$ cat src/rtl/loa_seq_ctrl_if.sv
// Operand/result handshake bundle for the LOA sequencer.
// master drives operands and accepts results; slave is the sequencer.
interface loa_seq_ctrl_if #(
  parameter int WIDTH = 16
);
  logic             in_valid;
  logic             in_ready;
  logic [WIDTH-1:0] a;
  logic [WIDTH-1:0] b;
  logic             approx_en;
  logic             out_valid;
  logic             out_ready;
  logic [WIDTH-1:0] sum;
  logic             cout;

  modport master (
    output in_valid, a, b, approx_en, out_ready,
    input  in_ready, out_valid, sum, cout
  );

  modport slave (
    input  in_valid, a, b, approx_en, out_ready,
    output in_ready, out_valid, sum, cout
  );
endinterface

$ cat src/rtl/loa_seq_ctrl.sv
// Chunk-serial lower-part-OR approximate adder sequencer.
// One CHUNK-bit slice per cycle; OR cells below APPROX in LOA mode.
module loa_seq_ctrl #(
  parameter int WIDTH  = 16,
  parameter int CHUNK  = 4,
  parameter int APPROX = 4,
  parameter int CIN_EN = 1
) (
  input  logic           clk,
  input  logic           rst_n,
  loa_seq_ctrl_if.slave  bus,
  output logic           busy
);
  localparam int NCH = WIDTH / CHUNK;
  localparam int KW  = (NCH > 1) ? $clog2(NCH) : 1;

  if (WIDTH < 1 || CHUNK < 1 || (WIDTH % CHUNK) != 0) begin : g_bad_chunk
    $error("loa_seq_ctrl: WIDTH must be a positive multiple of CHUNK");
  end
  if (APPROX < 0 || APPROX > WIDTH) begin : g_bad_approx
    $error("loa_seq_ctrl: APPROX out of range");
  end
  if (CIN_EN != 0 && CIN_EN != 1) begin : g_bad_cin
    $error("loa_seq_ctrl: CIN_EN must be 0 or 1");
  end

  typedef enum logic [1:0] {
    IDLE,
    RUN,
    DONE
  } state_t;

  state_t           state_q;
  state_t           state_d;
  logic             armed_q;
  logic [WIDTH-1:0] a_q;
  logic [WIDTH-1:0] b_q;
  logic [WIDTH-1:0] sum_q;
  logic             mode_q;
  logic             carry_q;
  logic             cout_q;
  logic [KW-1:0]    k_q;

  logic             accept;
  logic             last;
  logic             cin;
  logic [CHUNK-1:0] a_c;
  logic [CHUNK-1:0] b_c;
  logic [CHUNK-1:0] s_c;
  logic             cy;

  // Carry injected at bit APPROX from the top approximate bit pair
  if (CIN_EN == 1 && APPROX > 0) begin : g_cin
    assign cin = bus.approx_en
               & bus.a[APPROX-1]
               & bus.b[APPROX-1];
  end else begin : g_nocin
    assign cin = 1'b0;
  end

  assign last     = (k_q == KW'(NCH - 1));
  assign bus.sum  = sum_q;
  assign bus.cout = cout_q;

  always_ff @(posedge clk or negedge rst_n) begin
    if (!rst_n) state_q <= IDLE;
    else        state_q <= state_d;
  end

  always_comb begin
    state_d       = state_q;
    accept        = 1'b0;
    busy          = 1'b1;
    bus.in_ready  = 1'b0;
    bus.out_valid = 1'b0;
    unique case (state_q)
      IDLE: begin
        busy         = 1'b0;
        bus.in_ready = armed_q;
        if (bus.in_valid && armed_q) begin
          accept  = 1'b1;
          state_d = RUN;
        end
      end
      RUN: begin
        if (last) state_d = DONE;
      end
      DONE: begin
        bus.out_valid = 1'b1;
        if (bus.out_ready) state_d = IDLE;
      end
      default: state_d = IDLE;
    endcase
  end

  // Shared slice: approximate bits pass the carry through untouched
  always_comb begin
    a_c = a_q[int'(k_q)*CHUNK +: CHUNK];
    b_c = b_q[int'(k_q)*CHUNK +: CHUNK];
    s_c = '0;
    cy  = carry_q;
    for (int j = 0; j < CHUNK; j++) begin
      if (mode_q && (int'(k_q)*CHUNK + j < APPROX)) begin
        s_c[j] = a_c[j] | b_c[j];
      end else begin
        s_c[j] = a_c[j] ^ b_c[j] ^ cy;
        cy     = (a_c[j] & b_c[j])
               | (cy & (a_c[j] ^ b_c[j]));
      end
    end
  end

  always_ff @(posedge clk or negedge rst_n) begin
    if (!rst_n) begin
      armed_q <= 1'b0;
      a_q     <= '0;
      b_q     <= '0;
      mode_q  <= 1'b0;
      carry_q <= 1'b0;
      k_q     <= '0;
      sum_q   <= '0;
      cout_q  <= 1'b0;
    end else begin
      armed_q <= 1'b1;
      if (accept) begin
        a_q     <= bus.a;
        b_q     <= bus.b;
        mode_q  <= bus.approx_en;
        carry_q <= cin;
        k_q     <= '0;
      end else if (state_q == RUN) begin
        sum_q[int'(k_q)*CHUNK +: CHUNK] <= s_c;
        carry_q <= cy;
        k_q     <= last ? '0 : k_q + 1'b1;
        if (last) cout_q <= cy;
      end
    end
  end
endmodule

$ cat src/flat_wrapper.sv
// flat-port wrapper written by rule: the top's interface ports become plain ports
module loa_seq_ctrl_flat 
#(
  parameter int WIDTH  = 16,
  parameter int CHUNK  = 4,
  parameter int APPROX = 4,
  parameter int CIN_EN = 1
)
  (clk, rst_n, busy, bus_in_valid, bus_a, bus_b, bus_approx_en, bus_out_ready, bus_in_ready, bus_out_valid, bus_sum, bus_cout);
  loa_seq_ctrl_if #(.WIDTH(WIDTH)) bus_i ();
  input  logic clk;
  input  logic rst_n;
  output logic busy;
  input wire logic [$bits(bus_i.in_valid)-1:0] bus_in_valid;
  input wire logic [$bits(bus_i.a)-1:0] bus_a;
  input wire logic [$bits(bus_i.b)-1:0] bus_b;
  input wire logic [$bits(bus_i.approx_en)-1:0] bus_approx_en;
  input wire logic [$bits(bus_i.out_ready)-1:0] bus_out_ready;
  output wire logic [$bits(bus_i.in_ready)-1:0] bus_in_ready;
  output wire logic [$bits(bus_i.out_valid)-1:0] bus_out_valid;
  output wire logic [$bits(bus_i.sum)-1:0] bus_sum;
  output wire logic [$bits(bus_i.cout)-1:0] bus_cout;
  assign bus_i.in_valid = bus_in_valid;
  assign bus_i.a = bus_a;
  assign bus_i.b = bus_b;
  assign bus_i.approx_en = bus_approx_en;
  assign bus_i.out_ready = bus_out_ready;
  assign bus_in_ready = bus_i.in_ready;
  assign bus_out_valid = bus_i.out_valid;
  assign bus_sum = bus_i.sum;
  assign bus_cout = bus_i.cout;
  loa_seq_ctrl #(.WIDTH(WIDTH), .CHUNK(CHUNK), .APPROX(APPROX), .CIN_EN(CIN_EN)) u_core (.clk(clk), .rst_n(rst_n), .bus(bus_i), .busy(busy));
endmodule
$ cat config.mk
export PLATFORM = sky130hd
export DESIGN_NAME = loa_seq_ctrl_flat
export DESIGN_NICKNAME = d
export VERILOG_FILES = /design/src/rtl/loa_seq_ctrl_if.sv /design/src/rtl/loa_seq_ctrl.sv /design/src/flat_wrapper.sv
export SDC_FILE = /design/constraint.sdc
export NUM_CORES = 1
export LEC_CHECK = 0
export ABC_AREA = 1
export BUFFER_PORTS_ARGS = -buffer_cell sky130_fd_sc_hd__buf_2
export CORE_ASPECT_RATIO = 0.5
export CORE_MARGIN = 2
export CORE_UTILIZATION = 59
export CTS_CLUSTER_SIZE = 24
export DETAILED_ROUTE_END_ITERATION = 16
export GPL_TIMING_DRIVEN = 1
export PLACE_DENSITY_LB_ADDON = 0.1
export SLEW_MARGIN = 20
export SYNTH_ARGS = -nofsm -noshare
export SYNTH_HDL_FRONTEND = slang
export SYNTH_SLANG_ARGS = --single-unit
$ cat constraint.sdc
create_clock -name clk -period 8.6 [get_ports clk]
set_input_delay 0.43 -clock clk [delete_from_list [all_inputs] [get_ports clk]]
set_output_delay 0.43 -clock clk [all_outputs]
set_load 0.05 [all_outputs]
==> results of run 1 <==
## worst max-delay path: cells and delay by family (launching register included)
| family | cells | cell delay, ns |
|---|---|---|
| adder cells (fa/ha/maj) | 4 | 1.60 |
| AO/OA/AOI/OAI | 2 | 0.36 |
| flip-flops | 1 | 1.00 |
| AND/OR/NAND/NOR | 8 | 0.72 |
| buffers and inverters | 2 | 0.39 |
## cells by family (layout without fill, tap and decap cells)
logic type,count (synthesis),in the layout
other,1,1
buffers and inverters,36,89
flip-flops,56,56
adder cells (fa/ha/maj),14,14
AND/OR/NAND/NOR,230,230
AO/OA/AOI/OAI,26,26
## area by class of cell
| class | count | area [µm²] | share of cell area [%] |
|---|---|---|---|
| multi-input combinational | 271 | 1280 | 39.5 |
| clock buffer | 7 | 96.3 | 2.97 |
| timing repair buffer | 57 | 288 | 8.88 |
| inverter | 25 | 93.8 | 2.90 |
| sequential | 56 | 1400 | 43.2 |
| tap | 66 | 82.6 | 2.55 |
## power groups by stage
| stage | sequential [mW] | combinational (mW) | clock, mW |
|---|---|---|---|
| after floorplan | 0.507 | 0.488 | 0 |
| after global placement | 0.460 | 0.672 | 0 |
| after detailed placement | 0.463 | 0.705 | 0 |
| after CTS | 0.458 | 0.712 | 0.157 |
| after global routing | 0.476 | 0.805 | 0.167 |
| final | 0.460 | 0.712 | 0.155 |
## flip-flops by register name, summed over array words and instances (netlist names)
register / cells
u_core.a_q: 16
u_core.k_q: 2
u_core.state_q: 2
u_core.b_q: 16
u_core.bus.cout: 1
u_core.mode_q: 1
u_core.carry_q: 1
u_core.armed_q: 1
u_core.bus.sum: 16
## final timing paths
path	start	end	slack (ns)	cells after the start
worst max-delay path	u_core.k_q[0]	u_core.bus.sum[15]	4.41	16
worst min-delay path	rst_n	u_core.a_q[0]	0.22	2
worst max register to register	u_core.k_q[0]	u_core.bus.sum[15]	4.41	16
worst min register to register	u_core.bus.cout	u_core.bus.cout	0.48	2
max in group asynchronous	rst_n	u_core.bus.sum[13]	7.91	2
min in group clk	bus_out_ready	u_core.state_q[1]	0.30	2
## metal layers
| metal | global-route usage (%) | up-vias | share of wire, % |
|---|---|---|---|
| li1 | - | 1221 | - |
| met1 | 33.5 | 1097 | 48 |
| met2 | 41.7 | 62 | 46 |
| met3 | 5.94 | 11 | 5.3 |
| met4 | 6.89 | 0 | 1.1 |
| met5 | 0 | - | 0 |
## metrics by stage
| stage | setup slack, ns | cells |
|---|---|---|
| after floorplan | 5.38 | 363 |
| after global placement | 4.77 | 475 |
| after detailed placement | 4.53 | 475 |
| after CTS | 4.49 | 482 |
| after global routing | 4.12 | 482 |
| final | 4.41 | 482 |
## cells in the final DEF, fill, tap and decap left out, drive strengths merged
master and n:
conb 1, nor2 26, o31ai 1, nand3 27, a21oi 5, fa 4
o21ai 20, ha 10, nand2 177, dfrtp 56, buf 57, inv 24
clkinv 1, clkbuf 7
==> key figures, run 1 <==
Status
  • Status: completed

Synthesis
  • Yosys top cell area share: 49.4%
  • Async SR Flop Fraction: 100%
  • Synth Area in Adders: 7.24%
  • Most common cell in the netlist: nand2_1
  • Largest cells by area after synthesis: dfrtp_1, nand2_1, nand3_1, ha_1, fa_1
  • Count of state elements after synthesis: 56
  • Most common flop cell mapped by yosys: dfrtp_1
  • Synth Net Count: 414
  • Simple-Gate Fraction of Synth Area: 33.1%
  • Sequential cell area fraction in the yosys report: 49.4%
  • Commonest cells in the netlist: nand2_1, dfrtp_1, nand3_1
  • XOR/XNOR share of the synthesized area: 0%
  • Avg Cell Area, Syn: 7.81 µm²
  • Distinct cells, synth: 20
  • Mux contribution to synthesized area: 0%
  • Largest family of logic cells by synthesized area: simple AND/OR/NAND/NOR gates
  • Post-synth EDFFs: 0
  • Mapped Cells: 363
  • Synthesized cell area: 2840 µm²
  • YS warnings: 0
  • Leading area contributor after synthesis: dfrtp_1
  • Post-synthesis compound-gate area fraction: 4.68%

Power
  • Total power: 1.33 mW
  • Sw frac: 50.4%
  • Leak: 1.86 nW
  • Logic pwr share: 53.7%
  • Flop pwr share: 34.7%
  • Sw Pwr: 668 µW
  • P_int: 658 µW
  • Pwr dens: 409 nW/µm²
  • VDD IR max: 0.000162 V
  • Clk network pwr share: 11.6%

STA
  • Hold Fails Final Rpt: 0
  • Final worst clock skew: 0.00451 ns
  • Final setup violation count: 0
  • Final Critical Period: 4.19 ns
  • RSZ-0062 raised after global routing: false
  • Fin Setup TNS: 0 ns
  • Period utilisation layout: 48.7%
  • Worst Tran Pin Value: 1.01 ns
  • Fmax: 0.239 GHz
  • Worst hold slack: 0.222 ns
  • Fin. max-slew vios: 0
  • Slew HR: 32.4%

Detailed routing
  • DRC viols: 0
  • Routed Antenna Nets: 0
  • First-pass iteration count of the detailed router: 5
  • Vias per std cell: 4.96
  • Wire per inst: 12.5 µm
  • Final WL: 6020 µm
  • DRT iter0 DRCs: 116
  • DR vias: 2391

Critical path
  • Crit-path slowest cell: dfrtp_1
  • Cells along the critical path: inv_2 -> ha_1 -> nand2_2 -> a21oi_1 -> fa_1 -> nor2_1 -> nor2_1 -> fa_1 -> o21ai_0 -> fa_1 -> inv_1 -> nand2_1 -> nand2_1 -> nor2_2 -> nand3_1 -> nand2_1
  • Crit path required time: 8.81 ns
  • Critical path type: flop to flop
  • Startpoint Class: flop
  • CP Capture Type: flop
  • Crit-path max FO: 35
  • Slowest stage delay, CP: 1.00 ns
  • Crit path DAT: 4.39 ns

CTS
  • Root Buffer: clkbuf_8
  • Resized Gates After CTS: 0
  • CTS tree: done
  • Clock slew at reported path FFs: 0.09 ns
  • Clk sinks: 56
  • Clk buf depth: 2
  • Cts hold-fix bufs: 0
  • Post-CTS Setup Bufs: 0
  • Total CTS buffers: 5
  • Worst skew pair latency: 0.31 ns
  • Max H-tree Level: 2

GRT
  • Largest net degree at the start of global routing: 57
  • Vias in the first global route: 2329
  • Initial antenna violation count: 0
  • Total track usage: 25.1%
  • First-pass GRT wire length: 10300 µm
  • GRT overflow: 0

Placed design
  • Gpl congestion: 1.04
  • HPWL after DPL: 4390 µm
  • Dpl cell area: 3140 µm²
  • Port Buf Inserts: 56

Flow run
  • Max-cap check violation count: 0

Final layout
  • Inserted Diodes: 0
  • Final Util: 71.9%
  • Post-route cell area: 3240 µm²
  • Layout cells sized above 1: 20.0%
  • # fillers: 392
  • Layout area overhead: 14.3%
  • Net count, final: 467

Floorplanning
  • Chip Width: 102 µm
  • Die H: 53.0 µm
  • Initial core utilization: 62.9%
  • Ports: 57
  • DIE AREA: 5410 µm²
  • Core area: 4510 µm²
  • Row count: 17

Worst hold path
  • Type of the worst min-delay path: input pin to async pin
Note: power is estimated with default switching activity, not from simulation.
==> inputs of run 2 (changes only) <==
--- a/config.mk
+++ b/config.mk
@@ -9,7 +9,7 @@
 export BUFFER_PORTS_ARGS = -buffer_cell sky130_fd_sc_hd__buf_2
 export CORE_ASPECT_RATIO = 0.5
 export CORE_MARGIN = 2
-export CORE_UTILIZATION = 59
+export CORE_UTILIZATION = 55
 export CTS_CLUSTER_SIZE = 24
 export DETAILED_ROUTE_END_ITERATION = 16
 export GPL_TIMING_DRIVEN = 1
==> constraint.sdc (replaced) <==
create_clock -name clk -period 4.1 [get_ports clk]
set_input_delay 0.205 -clock clk [delete_from_list [all_inputs] [get_ports clk]]
set_output_delay 0.205 -clock clk [all_outputs]
set_load 0.05 [all_outputs]
==> run 2 against run 1 <==
Critical path depth stayed put. Die area increased by 6.8%. Maximum frequency is 14% higher. Clock power increased by 100%. Via count fell by 0.17%. Global-route usage down 2.0 points. Count of clock-buffer cells in the layout down 1. Sequential power grew 100%. Routed wire length grew 3.0%. Hold slack worse by 0.21 ns. Critical endpoint unchanged.
==> key figures, run 2 (synthesized netlist as in run 1, its figures left out) <==
Status
  • Status: completed

Detailed routing
  • DRC viols: 0
  • Wire per inst: 12.7 µm
  • Vias per std cell: 4.89
  • Routed Antenna Nets: 0
  • DRT iter0 DRCs: 90
  • First-pass iteration count of the detailed router: 4
  • DR vias: 2387
  • Final WL: 6200 µm

Flow run
  • Max-cap check violation count: 0

STA
  • Period utilisation layout: 89.6%
  • Worst hold slack: 0.0134 ns
  • Fin. max-slew vios: 0
  • Fmax: 0.272 GHz
  • Post-route setup slack: 0.426 ns
  • Slew HR: 51.0%
  • Final setup violation count: 0
  • Hold Fails Final Rpt: 0
  • Fin Setup TNS: 0 ns
  • Final worst clock skew: 0.00441 ns
  • RSZ-0062 raised after global routing: false
  • Final Critical Period: 3.67 ns
  • Worst Tran Pin Value: 0.734 ns

Final layout
  • Commonest non-fill, non-tap cell in the layout: nand2_1
  • Final Util: 65.6%
  • Non-filler instance count after layout: 488
  • Inserted Diodes: 0
  • Highest-count cells in the layout ignoring fill and taps: nand2_1, buf_2, dfrtp_1
  • Layout area overhead: 14.7%
  • Post-route cell area: 3250 µm²
  • Register area: 1400 µm²
  • # fillers: 460
  • Multi-input logic area: 1280 µm²
  • Layout cells sized above 1: 20.6%
  • Net count, final: 468

Floorplanning
  • Chip Width: 106 µm
  • DIE AREA: 5780 µm²
  • Die H: 54.8 µm
  • Ports: 57
  • Core area: 4950 µm²
  • Initial core utilization: 57.2%
  • Row count: 18

GRT
  • Met3 Use GR: 4.52%
  • First-pass GRT wire length: 10400 µm
  • Total track usage: 23.1%
  • Vias in the first global route: 2205
  • Initial antenna violation count: 0
  • GR Util met2: 38.8%
  • GRT overflow: 0
  • Met1 track demand over resource: 32.7%
  • Layer with the highest usage: met2
  • Largest net degree at the start of global routing: 57

CTS
  • Root Buffer: clkbuf_8
  • Resized Gates After CTS: 0
  • Cts hold-fix bufs: 0
  • CTS tree: done
  • Max H-tree Level: 2
  • Total CTS buffers: 5
  • Clock slew at reported path FFs: 0.10 ns
  • Clk sinks: 56
  • Worst skew pair latency: 0.31 ns
  • Clk buf depth: 2
  • Post-CTS Setup Bufs: 0

Critical path
  • CP Capture Type: flop
  • CP top delay family: adder cells
  • Slowest stage delay, CP: 0.58 ns
  • Crit path buffers/inverters: 2
  • R2R Path Start: u_core.k_q[1]
  • Startpoint Class: flop
  • Critical path type: flop to flop
  • Crit-path slowest cell: dfrtp_1
  • Cells along the critical path: clkinv_1 -> ha_1 -> nand2_2 -> a21oi_1 -> fa_1 -> nor2_1 -> nor2_1 -> fa_1 -> o21ai_0 -> fa_1 -> inv_1 -> nand2_1 -> nand2_1 -> nor2_2 -> nand3_1 -> nand2_1
  • Worst Setup SP: u_core.k_q[1]
  • Crit-path max FO: 12
  • Crit path required time: 4.31 ns
  • Crit path DAT: 3.88 ns

Placed design
  • Dpl cell area: 3160 µm²
  • Dpl ws: 0.471 ns
  • HPWL after DPL: 4480 µm
  • Placed cells: 480
  • Port Buf Inserts: 56
  • Gpl congestion: 0.857

Power
  • Sw Pwr: 1.41 mW
  • VDD IR max: 0.000377 V
  • Leak: 1.86 nW
  • Pwr dens: 855 nW/µm²
  • Sw frac: 50.7%
  • Total power: 2.78 mW
  • Logic pwr share: 55.2%
  • P_int: 1.37 mW
  • Clk network pwr share: 11.4%
  • Flop pwr share: 33.4%

Worst hold path
  • Type of the worst min-delay path: input pin to async pin
==> run 2: cell types whose count changed in the layout (fill, tap and decap cells not counted), sizes merged <==
cell,before,now
clkinv,1,3
buf,57,58
clkbuf,7,6
==> run 2: worst paths after layout <==
| kind | to | slack, ns | cells past startpoint |
|---|---|---|---|
| min in group clk | u_core.state_q[1] | 0.06 | 2 |
| setup reg to reg | u_core.bus.sum[15] | 0.43 | 16 |
| hold reg to reg | u_core.bus.cout | 0.48 | 2 |
| hold / removal | u_core.bus.sum[10] | 0.01 | 2 |
| setup / recovery | u_core.bus.sum[15] | 0.43 | 16 |
| max in group asynchronous | u_core.bus.sum[1] | 3.60 | 2 |
==> run 2: worst reg2reg max path: cells and delay by family (launching register included) <==
| family | cells | cell delay, ns |
|---|---|---|
| adder cells (fa/ha/maj) | 4 | 1.56 |
| AO/OA/AOI/OAI | 2 | 0.32 |
| buffers and inverters | 2 | 0.47 |
| flip-flops | 1 | 0.58 |
| AND/OR/NAND/NOR | 8 | 0.64 |
==> run 2: layout make-up <==
class                   count  share of cell area [%]
repair buffers             58                    9.08
clock inverters             2                   0.308
inverters                  25                    2.89
multi-input cells         271                    39.4
well taps                  70                    2.69
flip-flops and latches     56                    43.1
clock buffers               6                    2.54
==> run 2: metal layers <==
layer	part of all wire, %	up-vias
met5	0	-
met1	50	1103
li1	-	1223
met2	44	57
met4	0.42	0
met3	5.6	4
==> run 2: power by group through the flow <==
stage               Combinational, mW  Clock, mW  Sequential (mW)
global placement                 1.50          0            0.928
CTS                              1.53      0.323            0.925
floorplan                        1.02          0             1.06
finish                           1.53      0.317            0.929
detailed placement               1.52          0            0.934
global route                     1.75      0.338            0.955
